<file path="src/rtl/ps_arb_pkg.sv">
// ps_arb_pkg: shared state type, comma symbol and width helper for the ps_lane_arbiter slice.
package ps_arb_pkg;

  typedef enum logic [1:0] {
    SYNC  = 2'd0,
    IDLE  = 2'd1,
    SERVE = 2'd2
  } arb_state_e;

  localparam logic [7:0] COMMA = 8'hBC;

  // Ceil-log2 with a one-bit floor so degenerate parameters still yield a usable field.
  function automatic int clog2(input int value);
    int bits;
    bits = 0;
    for (int v = value - 1; v > 0; v = v >> 1) begin
      bits++;
    end
    return (bits < 1) ? 1 : bits;
  endfunction

endpackage

</file>
<file path="src/rtl/ps_rr_picker.sv">
// ps_rr_picker: combinational round-robin picker returning the first valid requester at or
// above ptr, wrapping at N_REQ (not at the next power of two).
module ps_rr_picker
  import ps_arb_pkg::*;
#(
  parameter  int N_REQ = 4,
  localparam int IDW   = clog2(N_REQ)
) (
  input  logic [N_REQ-1:0] req_valid,
  input  logic [IDW-1:0]   ptr,
  output logic             any,
  output logic [IDW-1:0]   idx
);

  logic [IDW:0]   sum;
  logic [IDW-1:0] cand;

  // Scan offsets from farthest to nearest so the closest valid requester overwrites the rest.
  always_comb begin
    any  = 1'b0;
    idx  = '0;
    sum  = '0;
    cand = '0;
    for (int k = N_REQ - 1; k >= 0; k--) begin
      sum = {1'b0, ptr} + (IDW+1)'(k);
      if (sum >= (IDW+1)'(N_REQ)) begin
        sum = sum - (IDW+1)'(N_REQ);
      end
      cand = sum[IDW-1:0];
      if (req_valid[cand]) begin
        any = 1'b1;
        idx = cand;
      end
    end
  end

endmodule

</file>
<file path="src/rtl/ps_lane_arbiter.sv">
// ps_lane_arbiter: round-robin scheduler sharing one byte lane among N_REQ requesters, commas when idle.
// Define PS_ARB_SYNC_EN to emit SYNC_LEN comma cycles after every reset before payload may flow.
module ps_lane_arbiter
  import ps_arb_pkg::*;
#(
  parameter  int N_REQ    = 4,
  parameter  int BURST    = 4,
  parameter  int SYNC_LEN = 4,
  localparam int IDW      = clog2(N_REQ),
  localparam int BCW      = clog2(BURST + 1)
) (
  input  logic               clk_f,
  input  logic               reset,
  input  logic [N_REQ-1:0]   req_valid,
  input  logic [8*N_REQ-1:0] req_data,
  output logic [N_REQ-1:0]   req_ready,
  output logic [7:0]         data_inP,
  output logic               valid_in,
  output logic [IDW-1:0]     grant_id,
  output logic               sync_done
);

`ifdef PS_ARB_SYNC_EN
  localparam int         SCW         = clog2(SYNC_LEN + 1);
  localparam arb_state_e RESET_STATE = SYNC;

  logic [SCW-1:0] sync_cnt_q, sync_cnt_d;
  logic           sync_done_q, sync_done_d;
`else
  localparam arb_state_e RESET_STATE = IDLE;

  logic unused_sync_len;
  assign unused_sync_len = (SYNC_LEN > 0);
`endif

  arb_state_e     state_q, state_d;
  logic [IDW-1:0] grant_q, grant_d;
  logic [IDW-1:0] ptr_q, ptr_d;
  logic [BCW-1:0] beat_q, beat_d;
  logic [7:0]     data_q, data_d;
  logic           valid_q, valid_d;

  logic           pick_any;
  logic [IDW-1:0] pick_idx;
  logic           serving;
  logic           xfer;
  logic [IDW-1:0] next_ptr;

  ps_rr_picker #(
    .N_REQ(N_REQ)
  ) u_picker (
    .req_valid(req_valid),
    .ptr      (ptr_q),
    .any      (pick_any),
    .idx      (pick_idx)
  );

  assign serving   = (state_q == SERVE);
  assign xfer      = serving & req_valid[grant_q];
  assign next_ptr  = (grant_q == IDW'(N_REQ - 1)) ? '0 : grant_q + 1'b1;
  assign req_ready = serving ? (N_REQ'(1) << grant_q) : '0;

  // Output byte is captured on the same edge that accepts it; otherwise the lane carries a comma.
  always_comb begin
    state_d = state_q;
    grant_d = grant_q;
    ptr_d   = ptr_q;
    beat_d  = beat_q;
    data_d  = xfer ? req_data[{grant_q, 3'b000} +: 8] : COMMA;
    valid_d = xfer;
`ifdef PS_ARB_SYNC_EN
    sync_cnt_d  = sync_cnt_q;
    sync_done_d = sync_done_q;
`endif
    case (state_q)
      SYNC: begin
`ifdef PS_ARB_SYNC_EN
        if (sync_cnt_q == SCW'(SYNC_LEN - 1)) begin
          state_d     = IDLE;
          sync_done_d = 1'b1;
        end else begin
          sync_cnt_d = sync_cnt_q + 1'b1;
        end
`else
        state_d = IDLE;
`endif
      end
      IDLE: begin
        if (pick_any) begin
          grant_d = pick_idx;
          beat_d  = '0;
          state_d = SERVE;
        end
      end
      SERVE: begin
        // A missing beat ends the burst just like a full one, so a stalled requester cannot hog the lane.
        if (xfer && (beat_q != BCW'(BURST - 1))) begin
          beat_d = beat_q + 1'b1;
        end else begin
          if (xfer) begin
            beat_d = BCW'(BURST);
          end
          ptr_d   = next_ptr;
          state_d = IDLE;
        end
      end
      default: begin
        state_d = IDLE;
      end
    endcase
  end

  always_ff @(posedge clk_f or negedge reset) begin
    if (!reset) begin
      state_q <= RESET_STATE;
      grant_q <= '0;
      ptr_q   <= '0;
      beat_q  <= '0;
      data_q  <= COMMA;
      valid_q <= 1'b0;
    end else begin
      state_q <= state_d;
      grant_q <= grant_d;
      ptr_q   <= ptr_d;
      beat_q  <= beat_d;
      data_q  <= data_d;
      valid_q <= valid_d;
    end
  end

`ifdef PS_ARB_SYNC_EN
  always_ff @(posedge clk_f or negedge reset) begin
    if (!reset) begin
      sync_cnt_q  <= '0;
      sync_done_q <= 1'b0;
    end else begin
      sync_cnt_q  <= sync_cnt_d;
      sync_done_q <= sync_done_d;
    end
  end

  assign sync_done = sync_done_q;
`else
  assign sync_done = 1'b1;
`endif

  assign data_inP = data_q;
  assign valid_in = valid_q;
  assign grant_id = grant_q;

endmodule

</file>
<file path="config.mk">
export PLATFORM = sky130hd
export DESIGN_NAME = ps_lane_arbiter
export DESIGN_NICKNAME = d
export VERILOG_FILES = /design/src/rtl/ps_arb_pkg.sv /design/src/rtl/ps_rr_picker.sv /design/src/rtl/ps_lane_arbiter.sv
export SDC_FILE = /design/constraint.sdc
export NUM_CORES = 1
export LEC_CHECK = 0
export ABC_AREA = 1
export CORE_MARGIN = 8
export CORE_UTILIZATION = 23
export CTS_CLUSTER_DIAMETER = 30
export CTS_CLUSTER_SIZE = 25
export DETAILED_ROUTE_END_ITERATION = 7
export SYNTH_ARGS = -nofsm -noshare
export SYNTH_HDL_FRONTEND = slang
export SYNTH_HIERARCHICAL = 1
export SYNTH_SLANG_ARGS = --single-unit
</file>
<file path="constraint.sdc">
create_clock -name clk_f -period 3 [get_ports clk_f]
set_clock_uncertainty 0.1 [all_clocks]
set_input_delay 0.6 -clock clk_f [delete_from_list [all_inputs] [get_ports clk_f]]
set_output_delay 0.6 -clock clk_f [all_outputs]
set_load 0.01 [all_outputs]
</file>
==> results.cfg, run 1 <==
[status]
status = completed

[setup_path]
crit_path_end_kind = output pin
r2r_cells = 8
startpoint_type = flip-flop
critical_path_arrival_ns = 1.70
regToRegSetupSlack_ns = 1.30
worstSetupStartpoint = grant_id[1]
crit_slowest_cell = sky130_fd_sc_hd__clkdlybuf4s50_1
worstSetupEndpoint = req_ready[1]
cp_max_fo = 7
crit-reg2reg-launch = ptr_q[0]
critical_path.reg2reg.endpoint = grant_id[0]
worst_ep_required_time_ns = 2.30
critical-path-max-stage-delay_ns = 0.54
crit_chain = inv_2 -> ha_1 -> inv_1 -> nor2_1 -> clkdlybuf4s50_1
worst-setup-path-type = flip-flop to output pin

[route]
post-route-drc-count = 0
wl_per_cell_um = 11.4
routed_wl_um = 3530
dr_vias_cell = 4.13
first_pass_iters = 4
routed-via-count = 1275
route.antenna.remaining_nets = 0
detailedRoute.firstIterationViolations = 16

[logic_synthesis]
synthesis.instances = 182
syn-num-nets = 226
netlist-cell-type-count = 25
synth_seq_cells = 18
ys_warn_count = 6
synth-seq-area-share_pct = 34.1
synth_area_mm2 = 0.00134
synthesis.area_per_instance_um2 = 7.38

[sta]
finalWorstPathRequiredPeriod_ns = 2.40
post-route-period-util_pct = 79.9
timing.final.hold_violations = 0
worst_slew_pin_slew_ns = 0.823
finalHoldWorstSlack_ns = 0.394
final.setup.tns_ns = 0
timing.fmax_mhz = 417
post-route-worst-setup-slack_ns = 0.602
max_slew_margin_pct = 45.0
slew_viol_final = 0
final_setup_violation_count = 0
setup_repair_after_global_routing_missed_its_margin = false

[global_route]
global_route.overflow_total = 0
global_route_wire_length_before_repair_um = 5790
first_global_vias = 1249
number_of_antenna_violations_at_the_first_check_in_global_routing = 0
gr-usage-all-layers_pct = 8.32
grt_max_degree = 20

[cts]
clock_sink_total = 18
cts.htree.levels = 1
tritoncts.num_buffers = 3
clock_transition_at_the_register_clock_pins_on_the_worst_setup_and_hold_paths_after_cts_ns = 0.07
hold_buffers = 0
clk_path_buf_depth = 2
post-cts-setup-buffer-count = 0
tritoncts_clock_tree = done
cts_root_buf = sky130_fd_sc_hd__clkbuf_8
clkLatencyLatePin_ns = 0.26
post_cts_resized = 0

[power]
switching_share_pct = 45.8
total_power_mw = 1.55
cell_internal_pwr_mw = 0.838
share_seq_of_total_power_pct = 26.4
power.clock.fraction_pct = 13.1
leakage_nw = 0.916
vdd_drop_max_mv = 0.191
power.combinational.fraction_pct = 60.5
power_switching_mw = 0.707
p_per_area_mw_per_mm2 = 783

[finish]
final_design_area_no_fill_mm2 = 0.00197
flow.area_growth_from_synthesis_pct = 46.8
instances_no_fill = 309
fin_nets = 279
post-route-util_pct = 34.1
n_antenna_cell = 0
most-common-layout-cells = sky130_fd_sc_hd__clkdlybuf4s50_1 (52), sky130_fd_sc_hd__nor2_1 (37), sky130_fd_sc_hd__nand2_1 (32), sky130_fd_sc_hd__inv_1 (19), sky130_fd_sc_hd__o21ai_0 (16)
final_common_cell = sky130_fd_sc_hd__clkdlybuf4s50_1
drive_gt1_share_pct = 16.2

[placed_design]
gp_congestion = 0.853
detailedPlacementHpwl_um = 2820
io_buffer_count = 52
detailed_place.area_mm2 = 0.00192
dpl.cell_count = 305
post_placement_setup_slack_ns = 0.847

[run]
max-cap-violations = 0

[floorplanning]
design.die.area_mm2 = 0.00854
chip_height_um = 92.4
die_span_in_x_um = 92.4
core_area_mm2 = 0.00578
initial_utilization_pct = 23.2
rows = 28
num_io_pins = 54

[hold_path]
timing.hold.worst.class = flip-flop to flip-flop
==> synthesized netlist by cell type (all sizes together) <==
library cell   n  area [µm²]
ha             6        75.1
conb           1        3.75
o211ai         5        62.6
buf            7        62.6
dfrtp         12         300
inv           23        93.8
a21boi         1        7.51
nor2          37         139
nand2         41         196
dfstp          6         158
a21oi          6        30.0
nand3         14        92.6
clkinv         2        10.0
and2           1        8.76
o21ai         20         104
==> metal layers <==
metal / GRT usage (%) / wire, µm / up-vias
met5: 0 / 0 / -
met4: 2.01 / 33 / 0
met3: 3.16 / 336 / 4
met2: 14.5 / 1730 / 32
met1: 9.31 / 1420 / 566
li1: - / - / 673
==> state kept, by name, indices dropped and copies added (netlist names) <==
register  cells
valid_in      1
beat_q        3
data_inP      8
ptr_q         2
state_q       2
grant_id      2
==> critical path: cells and delay by family, from the launching register on <==
family	cells	cell delay (ns)
buf+inv	3	0.75
flops	1	0.44
fa+ha+maj	1	0.17
simple gates	1	0.09
==> final cells by class <==
type,count,area (µm²)
well taps,75,93.8
clock buffers,4,55.1
inverters,25,104
repair buffers,55,543
multi-input cells,132,719
flip-flops and latches,18,458
fillers,612,3810
==> power by group through the flow <==
| stage | registers [mW] | logic, mW | clock network [mW] |
|---|---|---|---|
| final | 0.408 | 0.935 | 0.202 |
| after global routing | 0.420 | 1.07 | 0.221 |
| after CTS | 0.410 | 0.951 | 0.206 |
| after detailed placement | 0.415 | 0.946 | 0 |
| after global placement | 0.414 | 0.945 | 0 |
| after floorplan | 0.414 | 0.679 | 0 |
==> worst min-delay path by stage <==
stage	from	end	cells past startpoint	slack [ns]
finish	beat_q[0]	beat_q[0]	1	0.39
global route	beat_q[0]	beat_q[0]	1	0.43
floorplan	reset	beat_q[0]	0	0.20
CTS	beat_q[0]	beat_q[0]	1	0.39
detailed placement	beat_q[0]	beat_q[0]	1	0.38
global placement	beat_q[0]	beat_q[0]	1	0.38
==> logic make-up (layout without fill, tap and decap cells) <==
kind of cell,Yosys count,after routing,share of synthesized area (%)
AOI/OAI and AO/OA,32,32,15.2
adders and majority gates,6,6,5.59
buffers and inverters,32,84,12.4
DFF,18,18,34.1
other,1,1,0.279
and+or+nand+nor,93,93,32.5
Note: power is estimated with default switching activity, not from simulation.
==> run 2, diff against run 1 <==
- clock period: 3 -> 2.38 ns (I/O delays scaled with it)
==> run 2 against run 1 <==
  * Clock power up 28%
  * Count of clock-buffer cells in the layout unchanged
  * Register-to-register slack worse by 0.58 ns
  * Wire length up 2.3%
  * Die area unchanged
  * Core utilization up 0.50 points
  * Cell area up 1.5%
  * Flip-flop and latch count unchanged
  * Total power up 29%
  * Sequential power up 27%
  * Non-clock buffer count up 3
  * Largest cell class unchanged
==> results.cfg, run 2 (synthesized netlist as in run 1, its figures left out) <==
[finish]
flow.area_growth_from_synthesis_pct = 49.0
most-common-layout-cells = sky130_fd_sc_hd__clkdlybuf4s50_1 (52), sky130_fd_sc_hd__nor2_1 (37), sky130_fd_sc_hd__nand2_1 (32), sky130_fd_sc_hd__inv_1 (19), sky130_fd_sc_hd__o21ai_0 (16)
fin_nets = 282
n_antenna_cell = 0
post-route-util_pct = 34.6
final_common_cell = sky130_fd_sc_hd__clkdlybuf4s50_1
final_design_area_no_fill_mm2 = 0.00200
flip_flop_count_of_the_largest_register_after_layout = 8
drive_gt1_share_pct = 17.7

[run]
max-cap-violations = 0

[global_route]
gr-usage-all-layers_pct = 8.95
busiest_layer = met2
grt_use_met2_pct = 15.4
number_of_antenna_violations_at_the_first_check_in_global_routing = 0
groute.layer.met3.usage_pct = 2.59
global_route.overflow_total = 0
grt_max_degree = 19
global_route_wire_length_before_repair_um = 6250
grt.met1_usage_pct = 10.3
first_global_vias = 1350

[power]
p_per_area_mw_per_mm2 = 992
vdd_drop_max_mv = 0.302
leakage_nw = 0.930

[route]
routed-via-count = 1289
route.antenna.remaining_nets = 0
first_pass_iters = 4
wl_per_cell_um = 11.6
dr_vias_cell = 4.13
post-route-drc-count = 0
routed_wl_um = 3610
detailedRoute.firstIterationViolations = 50

[floorplanning]
rows = 28
num_io_pins = 54
core_area_mm2 = 0.00578
chip_height_um = 92.4
die_span_in_x_um = 92.4
design.die.area_mm2 = 0.00854
initial_utilization_pct = 23.2

[setup_path]
worst_ep_required_time_ns = 1.80
crit_chain = buf_4 -> ha_1 -> inv_1 -> nor2_1 -> clkdlybuf4s50_1
startpoint_type = flip-flop
crit_slowest_cell = sky130_fd_sc_hd__clkdlybuf4s50_1
crit_path_end_kind = output pin
worst-setup-path-type = flip-flop to output pin
critical_path_arrival_ns = 1.71
cp_max_fo = 12
critical-path-max-stage-delay_ns = 0.55

[cts]
clkLatencyLatePin_ns = 0.26
tritoncts_clock_tree = done
clock_transition_at_the_register_clock_pins_on_the_worst_setup_and_hold_paths_after_cts_ns = 0.07
hold_buffers = 0
cts_root_buf = sky130_fd_sc_hd__clkbuf_8
clk_path_buf_depth = 2
cts.htree.levels = 1
tritoncts.num_buffers = 3
clock_sink_total = 18

[placed_design]
gp_congestion = 0.789
io_buffer_count = 52
detailedPlacementHpwl_um = 2930
detailed_place.area_mm2 = 0.00193

[sta]
final_setup_violation_count = 0
timing.final.hold_violations = 0
post-route-period-util_pct = 96.1
setup_repair_after_global_routing_missed_its_margin = true
finalWorstPathRequiredPeriod_ns = 2.29
slew_viol_final = 0
timing.fmax_mhz = 437

[hold_path]
timing.hold.worst.class = flip-flop to flip-flop

[status]
status = completed
==> run 2: cell count changes in the layout (fill, tap and decap cells not counted) <==
cell                      delta
sky130_fd_sc_hd__dfrtp_2     +1
sky130_fd_sc_hd__inv_6       +1
sky130_fd_sc_hd__dfrtp_1     -1
sky130_fd_sc_hd__inv_2       -1
sky130_fd_sc_hd__buf_4       +3
==> run 2: per-stage QoR <==
step,total power [mW],hold WS (ns),setup TNS (ns),setup slack [ns],std cells
2_1_floorplan,1.38,0.0804,0,0.691,182
3_3_place_gp,1.72,0.376,0,0.295,307
3_5_place_dp,1.73,0.383,0,0.261,307
4_1_cts,2.00,0.396,0,0.0211,311
5_1_grt,2.20,0.419,-0.0195,-0.0186,312
6_report,1.99,0.399,0,0.0919,312
==> run 2: final cells by class <==
type                            instances  area, µm²
Timing Repair Buffer                   58        566
Fill cell                             606       3780
Clock buffer                            4       55.1
Multi-Input combinational cell        132        719
Tap cell                               75       93.8
Inverter                               25        109
Sequential cell                        18        459
==> run 2: repair_timing <==
item,in CTS,in global routing
setup buffers,0,1
gates resized for setup,1,2
setup endpoints to repair,2,4
==> run 2: critical path, delay by kind of cell, from the launching register on <==
| kind | cells | cell delay [ns] |
|---|---|---|
| buf+inv | 3 | 0.79 |
| flops | 1 | 0.41 |
| fa+ha+maj | 1 | 0.17 |
| simple gates | 1 | 0.09 |
==> run 2: final timing paths <==
path | end | start | depth (start not counted) | slack, ns
worst max-delay path | req_ready[2] | grant_id[1] | 5 | 0.09
worst min register to register | beat_q[0] | beat_q[0] | 1 | 0.40
worst min-delay path | beat_q[0] | beat_q[0] | 1 | 0.40
worst max register to register | grant_id[0] | ptr_q[0] | 10 | 0.72
max in group asynchronous | state_q[0] | reset | 2 | 1.48
min in group asynchronous | data_inP[1] | reset | 2 | 0.44
==> run 2: metal layers <==
layer / up-vias / share of wire [%]
met1: 571 / 42
met2: 34 / 49
met5: - / 0
li1: 679 / -
met3: 5 / 7.0
met4: 0 / 1.3
==> run 2: power breakdown <==
group,internal [mW],switching (mW)
clock network,0.147,0.112
logic,0.515,0.694
registers,0.422,0.0963
